File: src/rtl/rc4_ksa_shuffler.sv
// RC4 key-scheduling stage: swaps S[i] and S[j] for i = 0..255 over a shared 256x8 S-RAM.
// Optional macro KSA_INIT_EN adds an INIT phase that first writes S[i] = i.
module rc4_ksa_shuffler #(
  parameter int unsigned KEY_BYTES = 3,
  parameter int unsigned KEY_WIDTH = 24
) (
  input  logic                 clk,
  input  logic                 rst,
  input  logic                 Shuffle_A_Start,
  input  logic                 Finish_ack,
  input  logic [KEY_WIDTH-1:0] secret_key,
  input  logic [7:0]           q_S,
  output logic [7:0]           Address_S,
  output logic [7:0]           data_S,
  output logic                 wren_S,
  output logic                 Busy,
  output logic                 Shuffle_A_Finish,
  output logic [7:0]           states
);

  localparam int unsigned KidxW = (KEY_BYTES > 1) ? $clog2(KEY_BYTES) : 1;

  typedef enum logic [3:0] {
    StIdle   = 4'h0,
    StInit   = 4'h1,
    StReadI  = 4'h2,
    StWaitI  = 4'h3,
    StCalcJ  = 4'h4,
    StReadJ  = 4'h5,
    StWaitJ  = 4'h6,
    StLatchJ = 4'h7,
    StWriteI = 4'h8,
    StWriteJ = 4'h9,
    StDone   = 4'hA
  } state_e;

  state_e           state_q, state_d;
  logic [7:0]       i_q, i_d;
  logic [7:0]       j_q, j_d;
  logic [7:0]       si_q, si_d;
  logic [7:0]       sj_q, sj_d;
  logic [KidxW-1:0] kidx_q, kidx_d;
  logic [7:0]       key_byte;

  // Byte 0 of the key is the most significant byte.
  always_comb begin
    key_byte = '0;
    for (int k = 0; k < int'(KEY_BYTES); k++) begin
      if (kidx_q == KidxW'(k)) begin
        key_byte = secret_key[8*(int'(KEY_BYTES)-k)-1 -: 8];
      end
    end
  end

  always_comb begin
    state_d = state_q;
    i_d     = i_q;
    j_d     = j_q;
    si_d    = si_q;
    sj_d    = sj_q;
    kidx_d  = kidx_q;
    unique case (state_q)
      StIdle: begin
        if (Shuffle_A_Start) begin
          i_d    = '0;
          j_d    = '0;
          kidx_d = '0;
`ifdef KSA_INIT_EN
          state_d = StInit;
`else
          state_d = StReadI;
`endif
        end
      end
`ifdef KSA_INIT_EN
      StInit: begin
        i_d = i_q + 8'd1;
        if (i_q == 8'hFF) begin
          state_d = StReadI;
        end
      end
`endif
      StReadI: state_d = StWaitI;
      StWaitI: state_d = StCalcJ;
      StCalcJ: begin
        si_d    = q_S;
        j_d     = j_q + q_S + key_byte;
        state_d = StReadJ;
      end
      StReadJ:  state_d = StWaitJ;
      StWaitJ:  state_d = StLatchJ;
      StLatchJ: begin
        sj_d    = q_S;
        state_d = StWriteI;
      end
      StWriteI: state_d = StWriteJ;
      StWriteJ: begin
        if (i_q == 8'hFF) begin
          state_d = StDone;
        end else begin
          i_d     = i_q + 8'd1;
          kidx_d  = (kidx_q == KidxW'(KEY_BYTES - 1)) ? '0 : kidx_q + KidxW'(1);
          state_d = StReadI;
        end
      end
      StDone: begin
        if (Finish_ack) begin
          state_d = StIdle;
        end
      end
      default: state_d = StIdle;
    endcase
  end

  always_ff @(posedge clk or posedge rst) begin
    if (rst) begin
      state_q <= StIdle;
      i_q     <= '0;
      j_q     <= '0;
      si_q    <= '0;
      sj_q    <= '0;
      kidx_q  <= '0;
    end else begin
      state_q <= state_d;
      i_q     <= i_d;
      j_q     <= j_d;
      si_q    <= si_d;
      sj_q    <= sj_d;
      kidx_q  <= kidx_d;
    end
  end

  // Outputs depend only on registers; WRITE_J after WRITE_I makes a self-swap land on si.
  always_comb begin
    Address_S        = '0;
    data_S           = '0;
    wren_S           = 1'b0;
    Busy             = (state_q != StIdle);
    Shuffle_A_Finish = (state_q == StDone);
    states           = {4'h0, state_q};
    unique case (state_q)
      StInit: begin
        Address_S = i_q;
        data_S    = i_q;
        wren_S    = 1'b1;
      end
      StReadI, StWaitI: Address_S = i_q;
      StReadJ, StWaitJ: Address_S = j_q;
      StWriteI: begin
        Address_S = i_q;
        data_S    = sj_q;
        wren_S    = 1'b1;
      end
      StWriteJ: begin
        Address_S = j_q;
        data_S    = si_q;
        wren_S    = 1'b1;
      end
      default: ;
    endcase
  end

endmodule

File: config.mk
export PLATFORM = sky130hd
export DESIGN_NAME = rc4_ksa_shuffler
export DESIGN_NICKNAME = d
export VERILOG_FILES = /design/src/rtl/rc4_ksa_shuffler.sv
export SDC_FILE = /design/constraint.sdc
export NUM_CORES = 1
export LEC_CHECK = 0
export ABC_AREA = 0
export BUFFER_PORTS_ARGS = -buffer_cell sky130_fd_sc_hd__buf_2
export CORE_MARGIN = 1
export CORE_UTILIZATION = 33
export CTS_BUF_LIST = sky130_fd_sc_hd__clkbuf_2
export DETAILED_ROUTE_END_ITERATION = 8
export HOLD_SLACK_MARGIN = 0.08
export PLACE_DENSITY = 0.63
export SLEW_MARGIN = 40
export SYNTH_ARGS = -nofsm -noshare
export SYNTH_HDL_FRONTEND = slang
export SYNTH_SLANG_ARGS = --single-unit
File: constraint.sdc
create_clock -name clk -period 2.75 [get_ports clk]
set_input_delay 0.275 -clock clk [delete_from_list [all_inputs] [get_ports clk]]
set_output_delay 0.275 -clock clk [all_outputs]
set_load 0.005 [all_outputs]
**Yosys cells after proc, flatten, opt, wreduce, memory -nomap -nowiden**

Cells that the tools add are included.
Widths: inputs -> output; s select.

- Eq/ne operators: 16
- Muxes and demuxes: 18
- Reduce and logical (&&, ||, !) cells: 11
- Add/sub/neg operators: 4

Operator list:

| cell | number |
|---|---|
| $pmux 8 s2 | 3 |
| $mux 8 | 5 |
| $pmux 4 s10 | 1 |
| $pmux 8 s3 | 1 |
| $add 8x8->8 | 2 |
| $eq 4x3->1 const B | 4 |
| $eq 4x4->1 const B | 3 |
| $mux 4 | 3 |
| $add 8x1->8 const B | 1 |
| $eq 4x2->1 const B | 2 |
| $eq 8x8->1 const B | 1 |
| $mux 2 | 3 |
| $ne 2x2->1 const B | 3 |
| $reduce_or 3->1 | 2 |
| $eq 4x1->1 const B | 1 |
| $logic_not 4->1 | 1 |
| $pmux 2 s2 | 1 |
| $reduce_and 2->1 | 2 |
| $reduce_bool 2->1 | 2 |
| $reduce_bool 4->1 | 1 |
| $reduce_or 4->1 | 1 |
| $reduce_and 3->1 | 1 |
| $add 2x1->2 const B | 1 |
| $eq 2x1->1 const B | 1 |
| 3 further kinds | 3 |

- Logic and storage cells: 55
- Output and inout bits: 27
- Input bits: 36
- Bits in registers: 38

**Depth between registers and ports, before layout**

Gate-level depths: netlist (run 1).

- Depth in word-level cells: 6
- Mapped depth: 13
- Mapped depth without buffers: 12

**Worst setup path before layout (run 1)**

OpenSTA, ideal clock, no wires.

- Kind: reg-to-reg
- Start point: reg kidx_q[1]
- End point: reg j_q[7]
- Required time: 2.624 ns
- Path slack: 0.084 ns
- Buffers on the path: 1
- Clock period less this slack: 2.666 ns
- Arrival: 2.540 ns
- Cell stages (with the launch flop): 13
- Cells stage by stage: dfrtp_1 > buf_2 > mux2i_1 > o21ai_0 > fa_1 > ha_1 > inv_1 > fa_1 > nand2b_1 > a21oi_1 > o22ai_1 > xnor2_1 > o22ai_1

- Longest elaborated chain between the ends: 6
- Elaborated cells on any way between the ends: 8
- Classes of those cells: 1 x add/sub; 2 x eq/ne; 4 x mux; 1 x reduce/logical

Ends and longest elaborated chain:

| element | RTL line | text |
|---|---|---|
| from (decl) | 42 | `logic [KidxW-1:0] kidx_q, kidx_d;` |
| from (signal assigned) | 129 | `kidx_q <= kidx_d;` |
| $logic_not 2->1 | 49 | `if (kidx_q == KidxW'(k)) begin` |
| $mux 8 (2 in series) | 49 |  |
| $mux 8 (*) | 49 |  |
| $add 8x8->8 (*) | 87 | `j_d = j_q + q_S + key_byte;` |
| $pmux 8 s2 (*) | 62 | `unique case (state_q)` |
| to (signal assigned) | 126 | `j_q <= j_d;` |
| to (decl) | 39 | `logic [7:0] j_q, j_d;` |

Every way passes the cells marked *; elsewhere a longest branch is shown, timed or not.
A chain may end at the register's enable or synchronous reset.

**Worst setup path in the final report (run 1)**

Same ends and word-level chain as after synthesis.

==> metrics.txt, run 1 <==
status finished clean; GPL Wtd Cong 0.831; final setup violation count 0; final hold viol count 0; Die Footprint slightly below 9000 um^2; Post-Route Utilization 40.4%; share of flip-flops with an asynchronous set or reset between 90% and 100%; Root Driver clkbuf_2; hpwl dp 5420 um; Setup CP Type reg -> reg; fin crit share between 90 and 100%; P_sw between 1.5 and 2 mW; Worst R2R Path Depth 11; Most used DFF post-synth dfrtp_1; FF+latch count, synth 38; Rows 33; first-pass GRT wire length roughly 11000 um; PwrDens approximately 1100 nW/um^2; hold path start q_S[7]; sequential power share 29.3%; Layout Skew 0.0205 ns; hold path cells 2; core footprint 8220 um^2; Antenna diodes 0; H-tree depth 2; Clock transition at path regs 0.23 ns; R2R Setup Slk slightly above 0.1 ns; Die W roughly 94 um; Post-Route Setup TNS 0 ns; worst min-delay path class in -> reg; vias in the first global route 2313; actual slew at the worst max-slew pin around 0.7 ns; Die Ht about 94 um; Leakage Power between 1.5 and 2 nW; Ports 63; Synth top area share approximately a third; crit path max fanout 6; synth warn 0; drt drc 0; First-pass DRT Iterations 4; total clock sinks 38; EDFF count, synth 0; routed via count between 2000 and 2500; routed wire length 7060 um; Initial Utilization approximately 34%; vias per inst roughly 5.1; Worst setup EP type flip-flop; internal power 2.01 mW; Buffers on Ports 58; Worst-Skew Late Latency 0.43 ns; First DRT Iteration DRCs between 150 and 200; post-route ant nets 0; CTS buffer count 5; Cell variety after synth 50; Hold EP sj_q[7]; layout cells sized above 1 between 30% and 40%; Slew Viols, Final 0; antenna violations before repair 0; synth cell count leaders 38 x dfrtp_1, 34 x nand2_1, 29 x nor2_1; Peak VDD IR ~0.3 mV; fin nets between 400 and 500; largest net degree at the start of global routing 24; Clock power frac between 10% and 20%; gr usage total 16.6%; top cells by area, synth dfrtp_1 34%, mux2_2 8.4%, mux2i_1 6.1%, fa_1 5.7%, nand2_1 4.5%; max cap viols 0; reg2reg start kidx_q[1]; r2r endpoint j_q[7]; Critical Path RT just over 3 ns; routed len/inst between 15 and 20 um; total gr overflow 0; sequential cell area fraction in the yosys report 33.8%; Crit path arrival time around 3 ns; shortest period the worst path allows around 2.6 ns; max_slew headroom between 50% and 60%; clk buf depth 2; top-count cell post-synth dfrtp_1; hold_ws about 0.12 ns; Startpoint Class flip-flop; combinational share of power approximately 58%; synthesized area per cell between 9 and 10 um^2; Yosys top cell by area dfrtp_1; P&R area growth vs syn 18.2%; CTS tree built; RSZ-0062 raised after global routing false; Mapped Cells around 310; f_max roughly 0.38 GHz; Post-Syn Area 2810 um^2; Sw Ratio 43.2%
metal layers:
metal	vias up	part of all wire, %	track usage (%)
li1	1177	-	-
met1	1154	44	20.2
met2	44	52	29.8
met3	7	3.5	2.51
met4	0	1.0	5.00
met5	-	0	0
critical path, stage by stage (launching register included):
cell      delay (ns)
dfrtp_2         0.49
mux2i_1         0.20
o21ai_1         0.09
fa_1            0.49
ha_1            0.17
inv_1           0.06
fa_2            0.35
nand2b_4        0.16
a21oi_2         0.17
o22ai_1         0.12
xnor2_1         0.13
o22ai_1         0.14
cells by family (layout without fill, tap and decap cells):
family / after synthesis / in the layout / share of synthesized area, %
AOI/OAI and AO/OA: 67 / 67 / 15.3
xor gates and xnor gates: 12 / 12 / 3.74
adders and majority gates: 15 / 15 / 8.82
buffers and inverters: 38 / 92 / 6.59
DFF: 38 / 38 / 33.8
muxes: 39 / 39 / 14.9
other: 1 / 4 / 0.133
and+or+nand+nor: 97 / 97 / 16.7
power groups by stage:
stage | registers [mW] | logic [mW] | clock network, mW
2_1_floorplan | 0.906 | 1.63 | 0
3_3_place_gp | 1.04 | 1.93 | 0
3_5_place_dp | 1.05 | 2.00 | 0
4_1_cts | 1.04 | 2.02 | 0.463
5_1_grt | 1.07 | 2.28 | 0.492
6_report | 1.04 | 2.05 | 0.458
registers in the layout, summed over array words and instances, names as in the netlist:
name     flops
kidx_q       2
j_q          8
i_q          8
state_q      4
sj_q         8
si_q         8
final cells by class:
type                       count  area (um^2)
fill                         834         4890
timing repair buffer          72          398
multi-input combinational    234         1700
sequential                    38          952
inverter                      12         45.0
clock buffer                   5         25.0
clock inverter                 3         68.8
tap                          105          131
worst max-delay path by stage:
stage / start / endpoint / slack [ns]
CTS: kidx_q[1] / j_q[7] / 0.02
detailed placement: kidx_q[1] / j_q[7] / -0.04
floorplan: kidx_q[1] / j_q[7] / 0.08
global route: kidx_q[1] / j_q[7] / 0.001
global placement: kidx_q[1] / j_q[7] / 0.07
finish: kidx_q[1] / j_q[7] / 0.10
placed cells by master, fill, tap and decap left out, types with 6 or more instances in the layout:
master / synthesis / final
nand2_1: 34 / 34
o21ai_0: 15 / 13
nor2_1: 29 / 29
buf_4: 5 / 13
dfrtp_1: 38 / 37
inv_1: 12 / 11
fa_1: 8 / 7
a21oi_1: 15 / 14
o22ai_1: 16 / 16
a22oi_1: 6 / 6
mux2_2: 21 / 21
buf_2: 12 / 58
nand2b_1: 8 / 7
xnor2_1: 7 / 7
mux2i_1: 17 / 17
ha_1: 7 / 7
stage by stage:
stage,cells,cell area [um^2],setup WS [ns],total power [mW]
after detailed placement,459,3190,-0.0419,3.04
after CTS,469,3310,0.0199,3.52
after floorplan,310,2820,0.0839,2.53
final,469,3320,0.101,3.55
after global placement,459,3190,0.0652,2.97
after global routing,469,3320,0.00128,3.85
timing repair:
action | 4_1_cts | 5_1_grt
endpoints found under the hold margin | 17 | 0
gates resized for setup | 2 | 5
pin swaps | 0 | 1
setup endpoints to repair | 1 | 3
setup buffers | 1 | 0
hold buffers | 1 | 0
Power figures use the tool's default switching activity.
==> inputs of run 2 (changes only) <==
PLACE_DENSITY = 0.61   (was 0.63)
clock period = 2.95 ns   (was 2.75 ns; I/O delays follow)
==> metrics.txt, run 2 (same netlist as run 1, synthesis figures left out) <==
Clock transition at path regs 0.22 ns (about the same); hpwl dp 5220 um (-3.6%); GPL Wtd Cong 0.803 (-3.3%); Leakage Power 1.46 nW (-2.8%); Layout Skew 0.0112 ns (-0.00925 ns); R2R Setup Slk 0.23 ns (+0.13 ns); Die Ht 94.3 um (unchanged); vias per inst 5.08 (about the same); Worst R2R Path Depth 11 (unchanged); Setup CP Type reg -> out; Post-Route Setup TNS 0 ns (unchanged); CP top delay family flip-flops; final setup violation count 0 (unchanged); crit path cell chain or2_2 > nor2b_1 > a22oi_1 > o22ai_1 > buf_2; Peak VDD IR 0.289 mV (-3.6%); layout cells sized above 1 29.2% (-1.9 points); Area after DPL 3170 um^2 (-0.71%); hold_ws 0.166 ns (+0.0425 ns); H-tree depth 2 (unchanged); f_max roughly 0.37 GHz; slowest CP cell dfrtp_1; routed via count 2362 (-0.84%); Rows 33 (unchanged); Initial Utilization 34.2% (unchanged); vias in the first global route 2208 (-4.5%); max cap viols 0 (unchanged); CTS tree built; commonest non-fill, non-tap cells in the layout 58 x buf_2, 37 x dfrtp_1, 34 x nand2_1, 29 x nor2_1, 21 x mux2_2; drt drc 0 (unchanged); clk buf depth 2 (unchanged); RSZ-0062 raised after global routing false; CTS buffer count 5 (unchanged); status finished clean; Critical Path RT 2.65 ns (-0.45 ns); largest net degree at the start of global routing 39 (+63%); actual slew at the worst max-slew pin 0.684 ns (-0.0307 ns); PwrDens 963 nW/um^2 (-9.7%); post-route ant nets 0 (unchanged); final hold viol count 0 (unchanged); fin crit share between 90 and 100%; Buffers on Ports 58 (unchanged); total gr overflow 0 (unchanged); hold path start q_S[7]; Worst path max stage delay 0.83 ns (+0.34 ns); setup ws final 0.217 ns (+0.117 ns); r2r endpoint j_q[7]; Ports 63 (unchanged); P&R area growth vs syn 15.7%; antenna violations before repair 0 (unchanged); crit path max fanout 20 (+14); reg2reg start kidx_q[1]; routed len/inst 15.1 um (+0.20%); First DRT Iteration DRCs 112 (-28%); total clock sinks 38 (unchanged); routed wire length 7010 um (-0.65%); fin nets 410 (-0.97%); CP Buf/Inv Count 1 (unchanged); Crit path arrival time 2.44 ns (-0.56 ns); Finished Cell Area 3250 um^2 (-2.1%); commonest non-fill, non-tap cell in the layout buf_2; gr usage total 16.7% (+0.077 points); Slew Viols, Final 0 (unchanged); Antenna diodes 0 (unchanged); shortest period the worst path allows 2.73 ns; Place WS 0.211 ns (+0.253 ns); max_slew headroom 54.4% (+2.3 points); hold path cells 2 (unchanged); Worst setup EP type primary output; Worst-Skew Late Latency 0.41 ns (-0.02 ns); Hold EP sj_q[7]; Die Footprint 8890 um^2 (unchanged); first-pass GRT wire length 11400 um (+1.2%); First-pass DRT Iterations 4 (unchanged); Root Driver clkbuf_2; core footprint 8220 um^2 (unchanged); Post-Route Utilization 39.6% (-0.85 points); Die W 94.3 um (unchanged); Startpoint Class flip-flop; Post-CTS Setup Repair Bufs 0 (-1); worst min-delay path class in -> reg
[run 2: changes by cell type in the layout (fill, tap and decap cells not counted), sizes merged]
cell	previous run	this run
buf	71	67
bufinv	2	1
clkinv	2	0
clkinvlp	0	2
inv	11	12
[run 2: how the worst max path moves through the flow]
stage / start / to / slack (ns) / cells after the start
6_report: state_q[0] / Address_S[4] / 0.22 / 5
5_1_grt: kidx_q[1] / j_q[7] / 0.01 / 11
4_1_cts: kidx_q[1] / j_q[7] / 0.17 / 11
3_5_place_dp: kidx_q[1] / j_q[7] / 0.21 / 11
3_3_place_gp: kidx_q[1] / j_q[7] / 0.30 / 11
2_1_floorplan: kidx_q[1] / j_q[7] / 0.28 / 12
[run 2: final cells by class]
cell class | instances | area [um^2]
clock buffers | 5 | 25.0
clock inverters | 3 | 45.0
fillers | 835 | 4960
inverters | 12 | 45.0
multi-input cells | 234 | 1690
flip-flops and latches | 38 | 952
well taps | 105 | 131
repair buffers | 68 | 368
[run 2: routing by layer]
metal,share of wire (%),GRT usage [%]
met1,46,21.9
met2,48,27.3
met3,4.5,3.56
met4,1.6,4.74
met5,0,0
[run 2: power breakdown]
part	total [mW]	switching, mW	internal [mW]
Clock	0.342	0.200	0.142
Sequential	0.968	0.245	0.724
Combinational	1.82	0.943	0.879
[run 2: stage by stage]
step	power, mW	cells
floorplan	2.36	310
detailed placement	2.81	456
CTS	3.16	465
global route	3.46	465
global placement	2.75	456
finish	3.13	465
[run 2: repair_timing]
item                       4_1_cts  5_1_grt
hold buffers                     1        0
hold endpoints to repair        38        0
setup endpoints to repair        0        1
gates resized for setup          0        1
==> inputs of run 3 (changes only) <==
BUFFER_PORTS_ARGS = -buffer_cell sky130_fd_sc_hd__buf_4   (was -buffer_cell sky130_fd_sc_hd__buf_2)
RECOVER_POWER = 25   (was unset)
==> metrics.txt, run 3 (same netlist as run 1, synthesis figures left out) <==
P&R area growth vs syn 21.2%; fin crit share 91.9% (-0.71 points); RSZ-0062 raised after global routing false; reg2reg start kidx_q[1]; total clock sinks 38 (unchanged); PwrDens 941 nW/um^2 (-2.3%); Leakage Power 1.51 nW (+3.4%); routed via count 2369 (+0.30%); largest net degree at the start of global routing 39 (unchanged); Initial Utilization 34.2% (unchanged); f_max 0.369 GHz (+0.77%); Worst-Skew Late Latency 0.40 ns (about the same); fin nets 412 (+0.49%); Finished Cell Area 3410 um^2 (+4.8%); core footprint 8220 um^2 (unchanged); CTS tree built; commonest non-fill, non-tap cell in the layout buf_4; Clock transition at path regs 0.22 ns (about the same); Antenna diodes 0 (unchanged); hpwl dp 5310 um (+1.6%); Layout Skew 0.0219 ns (+0.0106 ns); hold path cells 2 (unchanged); Slew Viols, Final 0 (unchanged); Die Footprint 8890 um^2 (unchanged); gr usage total 16.2% (-0.43 points); routed len/inst 14.9 um (-1.1%); Rows 33 (unchanged); Die Ht 94.3 um (unchanged); Crit path arrival time 2.99 ns (+0.55 ns); antenna violations before repair 0 (unchanged); GPL Wtd Cong 0.813 (+1.2%); commonest non-fill, non-tap cells in the layout 68 x buf_4, 37 x dfrtp_1, 34 x nand2_1, 29 x nor2_1, 21 x mux2_2; actual slew at the worst max-slew pin 0.619 ns (-0.0649 ns); routed wire length 6970 um (-0.64%); wl on met1 3150 um (-1.5%); hold path start q_S[0]; shortest period the worst path allows 2.71 ns (-0.0210 ns); status finished clean; fill cell count 818 (-2.0%); H-tree depth 2 (unchanged); first-pass GRT wire length 11200 um (-1.2%); drt drc 0 (unchanged); CTS buffer count 5 (unchanged); Buffers on Ports 58 (unchanged); worst min-delay path class in -> reg; vias in the first global route 2222 (+0.63%); First-pass DRT Iterations 4 (unchanged); Worst setup EP type flip-flop; WL met3 295 um (-6.9%); final setup violation count 0 (unchanged); final hold viol count 0 (unchanged); crit path max fanout 5 (-75%); Ports 63 (unchanged); Critical Path RT 3.23 ns (+0.58 ns); Post-Route Setup TNS 0 ns (unchanged); Met2 Wirelength 3400 um (+0.41%); Area after DPL 3330 um^2 (+5.1%); Worst R2R Path Depth 11 (unchanged); total gr overflow 0 (unchanged); Startpoint Class flip-flop; Die W 94.3 um (unchanged); Setup CP Type reg -> reg; Root Driver clkbuf_2; r2r endpoint j_q[7]; post-route ant nets 0 (unchanged); Hold EP si_q[0]; layout cells sized above 1 29.6% (+0.39 points); clk buf depth 2 (unchanged); First DRT Iteration DRCs 149 (+33%); Peak VDD IR 0.308 mV (+6.6%); R2R Setup Slk 0.24 ns (about the same); max layer used met4; max cap viols 0 (unchanged); max_slew headroom 58.7% (+4.3 points); vias per inst 5.07 (-0.13%)
==> run 3: layout make-up <==
cell class / count / area [um^2] / share of cell area (%)
repair buffers: 70 / 528 / 15.5
clock inverters: 3 / 40.0 / 1.18
flip-flops and latches: 38 / 952 / 27.9
well taps: 105 / 131 / 3.86
clock buffers: 5 / 25.0 / 0.734
inverters: 12 / 45.0 / 1.32
multi-input cells: 234 / 1690 / 49.5
==> run 3: power breakdown <==
part | internal, mW | switching, mW
Clock | 0.141 | 0.191
Combinational | 0.958 | 0.963
Sequential | 0.724 | 0.229
Total | 1.82 | 1.38
==> run 3: per-layer routing <==
layer / up-vias / GRT usage (%)
li1: 1181 / -
met1: 1128 / 21.4
met2: 52 / 26.9
met3: 8 / 2.91
met4: 0 / 4.74
met5: - / 0
==> run 3: per-stage QoR <==
stage / hold slack, ns / total power [mW] / instances / util, % / setup WS (ns)
2_1_floorplan: 0.427 / 2.36 / 310 / - / 0.284
3_3_place_gp: 0.458 / 2.84 / 458 / 40.5 / 0.272
3_5_place_dp: 0.461 / 2.89 / 458 / 40.5 / 0.255
4_1_cts: 0.131 / 3.23 / 467 / 41.4 / 0.212
5_1_grt: 0.119 / 3.52 / 467 / 41.5 / 0.0300
6_report: 0.146 / 3.21 / 467 / 41.5 / 0.238
==> run 3: critical path, cell delays in order (launching register included) <==
cell      delay, ns
dfrtp_2        0.46
mux2i_1        0.19
o21ai_0        0.11
fa_1           0.50
ha_1           0.17
inv_1          0.06
fa_1           0.39
nand2b_1       0.18
a21oi_1        0.18
o22ai_1        0.12
xnor2_1        0.15
o22ai_1        0.09
==> run 3: how the worst max path moves through the flow <==
stage / start / to / slack, ns / depth (start not counted)
3_5_place_dp: kidx_q[1] / j_q[7] / 0.25 / 11
6_report: kidx_q[1] / j_q[7] / 0.24 / 11
2_1_floorplan: kidx_q[1] / j_q[7] / 0.28 / 12
3_3_place_gp: kidx_q[1] / j_q[7] / 0.27 / 11
5_1_grt: kidx_q[0] / j_q[7] / 0.03 / 12
4_1_cts: kidx_q[1] / j_q[7] / 0.21 / 12
==> run 3: what timing repair did <==
action,4_1_cts,5_1_grt
setup endpoints to repair,0,1
gates resized for setup,0,1
hold buffers,1,0
buffers inserted,0,0
endpoints found under the hold margin,38,0
